--- src/rtl/timestep_scheduler_pkg.sv ---
// Shared definitions for the timestep scheduler: FSM encoding, spike-flit field
// positions and the neuron-bank register offsets.
package timestep_scheduler_pkg;

  typedef enum logic [2:0] {
    StIdle,
    StWaitBus,
    StUpdate,
    StRead,
    StSend,
    StDone
  } sched_state_e;

  // Spike flit layout (LSB of each field)
  localparam int unsigned PktDestXLsb = 28;
  localparam int unsigned PktDestYLsb = 24;
  localparam int unsigned PktSrcXLsb  = 20;
  localparam int unsigned PktSrcYLsb  = 16;
  localparam int unsigned PktIdxLsb   = 8;
  localparam int unsigned PktTsLsb    = 0;

  localparam logic [31:0] DefaultStepOff  = 32'h0;
  localparam logic [31:0] DefaultSpikeOff = 32'h4;

  function automatic logic [31:0] neuron_addr(input logic [31:0] base,
                                               input logic [31:0] stride,
                                               input logic [7:0]  idx,
                                               input logic [31:0] off);
    return base + stride * {24'h0, idx} + off;
  endfunction

endpackage

--- src/rtl/timestep_scheduler_spike_pkt_builder.sv ---
// Combinational spike-flit formatter: destination, source, neuron index and
// low byte of the timestep.
module timestep_scheduler_spike_pkt_builder
  import timestep_scheduler_pkg::*;
(
  input  logic [3:0]  dest_x_i,
  input  logic [3:0]  dest_y_i,
  input  logic [3:0]  src_x_i,
  input  logic [3:0]  src_y_i,
  input  logic [7:0]  idx_i,
  input  logic [7:0]  ts_i,
  output logic [31:0] flit_o
);

  always_comb begin
    flit_o = '0;
    flit_o[PktDestXLsb +: 4] = dest_x_i;
    flit_o[PktDestYLsb +: 4] = dest_y_i;
    flit_o[PktSrcXLsb +: 4]  = src_x_i;
    flit_o[PktSrcYLsb +: 4]  = src_y_i;
    flit_o[PktIdxLsb +: 8]   = idx_i;
    flit_o[PktTsLsb +: 8]    = ts_i;
  end

endmodule

--- src/rtl/timestep_scheduler.sv ---
// Per-node SNN timestep sequencer: sweeps the neuron bank (update, read spike
// flag) and injects one spike flit per firing neuron into the router local port.
module timestep_scheduler
  import timestep_scheduler_pkg::*;
#(
  parameter int unsigned NUM_NEURONS   = 4,
  parameter int unsigned ADDR_X        = 0,
  parameter int unsigned ADDR_Y        = 0,
  parameter logic [31:0] NBANK_BASE    = 32'h0000_1000,
  parameter logic [31:0] NEURON_STRIDE = 32'h10,
  parameter logic [31:0] STEP_OFF      = DefaultStepOff,
  parameter logic [31:0] SPIKE_OFF     = DefaultSpikeOff
) (
  input  logic        clk,
  input  logic        rst,
  input  logic        start,
  input  logic [3:0]  cfg_dest_x,
  input  logic [3:0]  cfg_dest_y,
  input  logic        cpu_req,
  output logic        cpu_hold,
  output logic [31:0] nb_addr,
  output logic        nb_write_en,
  output logic [31:0] nb_write_data,
  output logic        nb_read_en,
  input  logic [31:0] nb_read_data,
  input  logic        nb_busywait,
  output logic [31:0] pkt_data,
  output logic        pkt_valid,
  input  logic        pkt_ready,
  output logic        busy,
  output logic        done,
  output logic        overrun,
  output logic [15:0] timestep
);

  localparam logic [7:0] LastIdx = 8'(NUM_NEURONS - 1);
  localparam logic [3:0] SrcX    = 4'(ADDR_X);
  localparam logic [3:0] SrcY    = 4'(ADDR_Y);

  sched_state_e state_q, state_d;
  logic [7:0]   idx_q, idx_d;
  logic [15:0]  timestep_q, timestep_d;
  logic         overrun_q, overrun_d;
  logic [3:0]   dest_x_q, dest_x_d;
  logic [3:0]   dest_y_q, dest_y_d;
  logic [31:0]  flit;
  logic         last_neuron;
  logic         unused_rd;

  assign unused_rd   = ^nb_read_data[31:1];
  assign last_neuron = (idx_q == LastIdx);

  timestep_scheduler_spike_pkt_builder u_pkt_builder (
    .dest_x_i (dest_x_q),
    .dest_y_i (dest_y_q),
    .src_x_i  (SrcX),
    .src_y_i  (SrcY),
    .idx_i    (idx_q),
    .ts_i     (timestep_q[7:0]),
    .flit_o   (flit)
  );

  always_ff @(posedge clk or negedge rst) begin
    if (!rst) begin
      state_q    <= StIdle;
      idx_q      <= '0;
      timestep_q <= '0;
      overrun_q  <= 1'b0;
      dest_x_q   <= '0;
      dest_y_q   <= '0;
    end else begin
      state_q    <= state_d;
      idx_q      <= idx_d;
      timestep_q <= timestep_d;
      overrun_q  <= overrun_d;
      dest_x_q   <= dest_x_d;
      dest_y_q   <= dest_y_d;
    end
  end

  always_comb begin
    state_d       = state_q;
    idx_d         = idx_q;
    timestep_d    = timestep_q;
    overrun_d     = overrun_q;
    dest_x_d      = dest_x_q;
    dest_y_d      = dest_y_q;
    nb_addr       = '0;
    nb_write_en   = 1'b0;
    nb_write_data = '0;
    nb_read_en    = 1'b0;
    pkt_data      = '0;
    pkt_valid     = 1'b0;
    done          = 1'b0;

    // Any start outside IDLE (DONE included) is dropped and flagged.
    if (start && (state_q != StIdle)) overrun_d = 1'b1;

    unique case (state_q)
      StIdle: begin
        if (start) begin
          overrun_d = 1'b0;
          idx_d     = '0;
          state_d   = cpu_req ? StWaitBus : StUpdate;
        end
      end
      StWaitBus: begin
        if (!cpu_req) state_d = StUpdate;
      end
      StUpdate: begin
        nb_write_en   = 1'b1;
        nb_write_data = 32'h1;
        nb_addr       = neuron_addr(NBANK_BASE, NEURON_STRIDE, idx_q, STEP_OFF);
        if (!nb_busywait) state_d = StRead;
      end
      StRead: begin
        nb_read_en = 1'b1;
        nb_addr    = neuron_addr(NBANK_BASE, NEURON_STRIDE, idx_q, SPIKE_OFF);
        if (!nb_busywait) begin
          if (nb_read_data[0]) begin
            // Destination is latched as the flit goes valid so it stays stable.
            dest_x_d = cfg_dest_x;
            dest_y_d = cfg_dest_y;
            state_d  = StSend;
          end else if (last_neuron) begin
            state_d = StDone;
          end else begin
            idx_d   = idx_q + 8'd1;
            state_d = StUpdate;
          end
        end
      end
      StSend: begin
        pkt_valid = 1'b1;
        pkt_data  = flit;
        if (pkt_ready) begin
          if (last_neuron) begin
            state_d = StDone;
          end else begin
            idx_d   = idx_q + 8'd1;
            state_d = StUpdate;
          end
        end
      end
      StDone: begin
        done       = 1'b1;
        timestep_d = timestep_q + 16'd1;
        state_d    = StIdle;
      end
      default: state_d = StIdle;
    endcase
  end

  assign busy     = (state_q != StIdle);
  assign cpu_hold = (state_q != StIdle) && (state_q != StWaitBus);
  assign overrun  = overrun_q;
  assign timestep = timestep_q;

endmodule

--- config.mk ---
export PLATFORM = sky130hd
export DESIGN_NAME = timestep_scheduler
export DESIGN_NICKNAME = d
export VERILOG_FILES = /design/src/rtl/timestep_scheduler_pkg.sv /design/src/rtl/timestep_scheduler_spike_pkt_builder.sv /design/src/rtl/timestep_scheduler.sv
export SDC_FILE = /design/constraint.sdc
export NUM_CORES = 1
export LEC_CHECK = 0
export CAP_MARGIN = 20
export CORE_MARGIN = 2
export CORE_UTILIZATION = 40
export DETAILED_ROUTE_END_ITERATION = 12
export PLACE_DENSITY = 0.87
export SKIP_CTS_REPAIR_TIMING = 1
export SKIP_LAST_GASP = 1
export SYNTH_ARGS = -nofsm -noshare
export SYNTH_HDL_FRONTEND = slang
export SYNTH_SLANG_ARGS = --single-unit
--- constraint.sdc ---
create_clock -name clk -period 3.97 [get_ports clk]
set_input_delay 0.5955 -clock clk [delete_from_list [all_inputs] [get_ports clk]]
set_output_delay 0.5955 -clock clk [all_outputs]
set_load 0.01 [all_outputs]
==> results.sh, run 1 <==
export IMPL_fp_coreArea_um2=6350
export IMPL_nets=391
export IMPL_max_freq_mhz=342.1
export IMPL_dieArea_um2=7194
export IMPL_die_y_um=84.82
export IMPL_synthAdderAreaFrac_pct=0.9579
export IMPL_diodes=0
export IMPL_rsz0062_at_grt="false"
export IMPL_synth_warnings=0
export IMPL_syn_to_final_growth_pct=21.02
export IMPL_slew_viol_final=0
export IMPL_htreeDepth=2
export IMPL_place_congestion=0.8644
export IMPL_synth_top_family_by_area="buffers and inverters"
export IMPL_seq_area_frac_synth_pct=34.48
export IMPL_tns_ps=0
export IMPL_drc_errors=0
export IMPL_synthSimpleGateAreaFrac_pct=21.74
export IMPL_hpwlAfterDp_um=4198
export IMPL_first_pass_iters=4
export IMPL_rows=29
export IMPL_grt_pass1_vias=1875
export IMPL_ys_flop_type="dfrtp_1"
export IMPL_clkTransAtPathRegs_ps=70
export IMPL_syn_cell_area_um2=2613
export IMPL_max_cap_violations=0
export IMPL_ys_seq_elements=36
export IMPL_critPathMaxFanout=14
export IMPL_worst_slew_pin_slew_ps=797.4
export IMPL_setup_viol=0
export IMPL_vdd_ir_drop_max_v=0.0003134
export IMPL_pin_count=165
export IMPL_r2r_setup_slack_ps=1510
export IMPL_power_density_nw_per_um2=409.1
export IMPL_synth_edf_count=0
export IMPL_fin_cells=421
export IMPL_synth_compound_area_share_pct=8.573
export IMPL_cts_tree="done"
export IMPL_async_flop_share_pct=100.0
export IMPL_design_area_um2=3162
export IMPL_run_status="finished, final reports clean"
export IMPL_seq_area_um2=900.9
export IMPL_r2r_end="idx_q[5]"
export IMPL_crit_arrival_ps=2330
export IMPL_vias=2086
export IMPL_crit_chain="nor2_1 > buf_4 > and3_1 > clkdlybuf4s50_1"
export IMPL_postSynthAreaPerCell_um2=9.135
export IMPL_layout_drive_gt1_share_pct=8.721
export IMPL_antenna_found_initial=0
export IMPL_min_period_ps=2923
export IMPL_startpoint_type="register"
export IMPL_crit_slowest_cell="clkdlybuf4s50_1"
export IMPL_initial_core_util_pct=41.14
export IMPL_ant_nets=0
export IMPL_p_leak_nw=1.492
export IMPL_worst_setup_path_end_kind="output pin"
export IMPL_grtUsageTotal_pct=16.07
export IMPL_slowest_delay_ps=550
export IMPL_drt_iter0_drc=197
export IMPL_finalHoldViolCount=0
export IMPL_r2r_cells=5
export IMPL_path_class="register to output pin"
export IMPL_dpl_cell_area_um2=3068
export IMPL_wire_per_inst_um=13.59
export IMPL_cts_root_buf="clkbuf_8"
export IMPL_fin_ws_ps=1047
export IMPL_overflow=0
export IMPL_cts_buffers=5
export IMPL_synth_mux_area_share_pct=5.077
export IMPL_skew_ps=5.777
export IMPL_grt_max_degree=37
export IMPL_die_x_um=84.82
export IMPL_hold_slack_ps=376.2
export IMPL_n_fill_cell=576
export IMPL_place_ws_ps=1381
export IMPL_multi_input_area_um2=1310
export IMPL_worstReg2RegStart="state_q[2]"
export IMPL_yosysUniqueCellTypes=47
export IMPL_grt_pass1_wl_um=9335
export IMPL_syn_inst=286
export IMPL_numClockSinks=36
export IMPL_slew_headroom_pct=46.84
export IMPL_wirelength_um=5723
export IMPL_required_ps=3370
export IMPL_synth_xor_area_share_pct=5.029
export IMPL_clock_path_buffers=2
export IMPL_finalCritPeriodShare_pct=73.64
export IMPL_via_per_inst=4.955
export IMPL_worstHoldPathType="primary input to asynchronous set/reset pin"
export IMPL_io_buffers=72
export IMPL_clk_latency_ps=300
export IMPL_dp_cells=413
[placed cells by master (no fill, tap or decap), types with 7 or more instances in the layout]
cell,count
nand3_1,12
nor2_1,11
clkdlybuf4s50_1,71
dfrtp_1,36
inv_1,7
and3_1,28
mux2_2,10
nand2_1,12
and2_1,7
xnor2_1,12
conb_1,61
[final cells by class]
type	instances	share of cell area [%]
Multi-Input combinational cell	218	41.43
Sequential cell	36	28.49
Timing Repair Buffer	74	23.11
Tap cell	77	3.047
Clock buffer	7	2.731
Inverter	8	0.9497
Clock inverter	1	0.2374
[flip-flops by register name (all words and copies together), names as in the netlist, named ones only]
register and count:
dest_x_q 4, state_q 3, dest_y_q 4, timestep 16, idx_q 8
[cell usage after synthesis, drive strengths merged (6+ instances only)]
master   n  share of area, %
nor2    11               1.6
a21oi    6               1.1
nand2   12               1.7
inv      8               1.1
and3    28               6.7
o31ai    9               3.4
and2     7               1.7
buf     76                22
clkbuf   8               1.1
xnor2   12               4.0
nand3   12               2.3
dfrtp   36                34
nor3     6               1.1
mux2    10               4.3
[stage by stage]
step	utilization (%)	total power, mW
5_1_grt	49.79	1.385
3_5_place_dp	48.32	1.025
2_1_floorplan	-	0.8792
6_report	49.79	1.294
3_3_place_gp	48.32	1.009
4_1_cts	49.79	1.300
[cells by family (layout without fill, tap and decap cells)]
kind of cell,count (synthesis),count (layout)
simple gates,98,98
buf+inv,92,90
flops,36,36
compound gates,30,30
xor+xnor,15,15
mux,12,12
fa+ha+maj,2,2
other cells,1,61
[power by group]
part	internal, mW	switching, mW	total (mW)
Combinational	0.233	0.272	0.505
Sequential	0.436	0.0761	0.512
Clock	0.141	0.135	0.276
Total	0.810	0.484	1.29
[worst max-delay path, delay by kind of cell (launching register included)]
family | cells | cell delay, ps
flops | 1 | 530
buf+inv | 2 | 840
simple gates | 2 | 650
[worst max-delay path by stage]
| stage | from | to | cells after the start |
|---|---|---|---|
| finish | state_q[1] | pkt_data[14] | 4 |
| global route | state_q[1] | pkt_data[14] | 4 |
| CTS | state_q[1] | pkt_data[14] | 4 |
| detailed placement | state_q[1] | pkt_data[14] | 4 |
| global placement | state_q[1] | pkt_data[8] | 4 |
| floorplan | pkt_ready | idx_q[5] | 5 |
[per-layer routing]
metal / global-route usage (%) / wire length (µm)
met2: 25.84 / 2800
met3: 3.307 / 325
met4: 5.916 / 101
met5: 0 / 0
met1: 21.52 / 2496
Note: power is estimated with default switching activity, not from simulation.
==> run 2: changes to the inputs <==
--- a/config.mk
+++ b/config.mk
@@ -7,9 +7,9 @@
 export LEC_CHECK = 0
 export CAP_MARGIN = 20
 export CORE_MARGIN = 2
-export CORE_UTILIZATION = 40
+export CORE_UTILIZATION = 34
 export DETAILED_ROUTE_END_ITERATION = 12
-export PLACE_DENSITY = 0.87
+export PLACE_DENSITY = 0.78
 export SKIP_CTS_REPAIR_TIMING = 1
 export SKIP_LAST_GASP = 1
 export SYNTH_ARGS = -nofsm -noshare
==> constraint.sdc (replaced) <==
create_clock -name clk -period 2.55 [get_ports clk]
set_input_delay 0.3825 -clock clk [delete_from_list [all_inputs] [get_ports clk]]
set_output_delay 0.3825 -clock clk [all_outputs]
set_load 0.01 [all_outputs]
==> run 2 against run 1 <==
Sequential power rose by 49%. Sequential share of layout area is 1.1 points lower. Clock skew about the same. Power increased by 69%. Final cell count increased by 7.1%. Design area increased by 4.0%. Global-route usage decreased by 2.3 points. Combinational power is 72% higher. Worst setup slack lost 890 ps. Register-to-register slack lost 1100 ps. Highest routed layer unchanged.
==> results.sh, run 2 (synthesis results as in run 1) <==
export IMPL_cts_root_buf="clkbuf_8"
export IMPL_tns_ps=0
export IMPL_fp_coreArea_um2=7331
export IMPL_final_common_cell="clkdlybuf4s50_1"
export IMPL_die_y_um=91.66
export IMPL_crit_family="buffers and inverters"
export IMPL_r2r_setup_slack_ps=430
export IMPL_drc_errors=0
export IMPL_max_freq_mhz=418.5
export IMPL_htreeDepth=2
export IMPL_slew_headroom_pct=61.07
export IMPL_vdd_ir_drop_max_v=0.0004438
export IMPL_hold_depth=1
export IMPL_grt_max_degree=37
export IMPL_place_congestion=0.7877
export IMPL_cts_tree="done"
export IMPL_clockPowerShare_pct=25.4
export IMPL_r2r_end="idx_q[5]"
export IMPL_max_cap_violations=0
export IMPL_crit_chain="or3b_1 > inv_1 > clkdlybuf4s50_1"
export IMPL_worstHoldPathType="register to register"
export IMPL_dp_cells=443
export IMPL_via_per_inst=4.623
export IMPL_run_status="finished, final reports clean"
export IMPL_min_period_ps=2390
export IMPL_clk_latency_ps=290
export IMPL_path_class="register to output pin"
export IMPL_syn_to_final_growth_pct=25.81
export IMPL_fin_cells=451
export IMPL_slowest_delay_ps=570
export IMPL_largest_register_ffs=16
export IMPL_comb_power_share_pct=39.7
export IMPL_fin_ws_ps=160.3
export IMPL_r2r_cells=5
export IMPL_diodes=0
export IMPL_die_x_um=91.66
export IMPL_finish_utilization_pct=44.84
export IMPL_required_ps=2170
export IMPL_wirelength_um=5858
export IMPL_grtUsageTotal_pct=13.78
export IMPL_first_pass_iters=4
export IMPL_p_leak_nw=1.551
export IMPL_hp_start="timestep[15]"
export IMPL_rows=31
export IMPL_rsz0062_at_grt="false"
export IMPL_power_density_nw_per_um2=667.0
export IMPL_numClockSinks=36
export IMPL_drt_iter0_drc=93
export IMPL_hpwlAfterDp_um=4391
export IMPL_grt_pass1_vias=1986
export IMPL_place_ws_ps=253.8
export IMPL_initial_core_util_pct=35.64
export IMPL_grt_pass1_wl_um=9515
export IMPL_finalHoldViolCount=0
export IMPL_clock_path_buffers=2
export IMPL_startpoint_type="register"
export IMPL_crit_buf_inv=2
export IMPL_wire_per_inst_um=12.99
export IMPL_switching_share_pct=34.42
export IMPL_ant_nets=0
export IMPL_finalCritPeriodShare_pct=93.71
export IMPL_crit_slowest_cell="or3b_1"
export IMPL_worstReg2RegStart="state_q[2]"
export IMPL_p_int_mw=1.438
export IMPL_setup_viol=0
export IMPL_holdPathEnd="timestep[15]"
export IMPL_layout_drive_gt1_share_pct=10.80
export IMPL_antenna_found_initial=0
export IMPL_slew_viol_final=0
export IMPL_clkTransAtPathRegs_ps=70
export IMPL_cts_buffers=5
export IMPL_vias=2085
export IMPL_critPathMaxFanout=13
export IMPL_overflow=0
export IMPL_worst_slew_pin_slew_ps=575.9
export IMPL_p_seq_share_pct=34.9
export IMPL_crit_arrival_ps=2010
export IMPL_final_cell_mix="clkdlybuf4s50_1 (72), conb_1 (61), dfrtp_1 (36)"
export IMPL_nets=399
export IMPL_skew_ps=5.905
export IMPL_io_buffers=72
export IMPL_dieArea_um2=8401
export IMPL_power_switching_uw=754.7
export IMPL_worst_setup_path_end_kind="output pin"
export IMPL_pin_count=165
-- run 2: how the worst max path moves through the flow --
stage | from | end | slack, ps | depth (start not counted)
finish | state_q[1] | pkt_valid | 160 | 3
global route | state_q[1] | pkt_valid | 40 | 3
CTS | state_q[1] | pkt_valid | 160 | 3
detailed placement | start | idx_q[7] | 250 | 5
global placement | start | idx_q[5] | 260 | 5
floorplan | state_q[1] | idx_q[5] | 790 | 5
-- run 2: layer usage --
metal  up-vias  wire length [µm]  global-route usage (%)
met5         -                 0                       0
met4         0                87                   4.672
met3        10               561                   4.601
met2       108              2908                   23.47
met1       982              2301                   16.24
li1        985                 -                       -
-- run 2: cell type report --
class	count	area, µm²
clock inverters	1	30.03
flip-flops and latches	36	900.9
inverters	8	30.03
clock buffers	7	96.34
repair buffers	82	795.8
multi-input cells	218	1310
fillers	696	4044
well taps	99	123.9
-- run 2: power groups by stage --
stage               Combinational, mW  Clock [mW]  Sequential (mW)
CTS                             0.874       0.568            0.766
global route                    0.962       0.590            0.785
detailed placement              0.870           0            0.775
global placement                0.853           0            0.767
floorplan                       0.618           0            0.751
finish                          0.871       0.556            0.765
-- run 2: worst register-to-register path, delay by kind of cell (launching register included) --
kind,cells,cell delay [ps]
muxes,1,150
buffers and inverters,1,210
DFF,1,430
AOI/OAI and AO/OA,2,680
and+or+nand+nor,1,570
-- run 2: stage by stage --
stage	power [mW]	area (µm²)	hold slack, ps
after floorplan	1.369	2838	86.91
after global placement	1.620	3161	475.7
after detailed placement	1.645	3161	464.5
after CTS	2.207	3287	474.8
after global routing	2.337	3287	506.7
final	2.192	3287	476.1
==> run 3: changes to the inputs <==
--- a/config.mk
+++ b/config.mk
@@ -5,7 +5,7 @@
 export SDC_FILE = /design/constraint.sdc
 export NUM_CORES = 1
 export LEC_CHECK = 0
-export CAP_MARGIN = 20
+export CAP_MARGIN = 15
 export CORE_MARGIN = 2
 export CORE_UTILIZATION = 34
 export DETAILED_ROUTE_END_ITERATION = 12
==> results of run 3 <==
Final layout, timing and power as in run 2 (identical DEF).
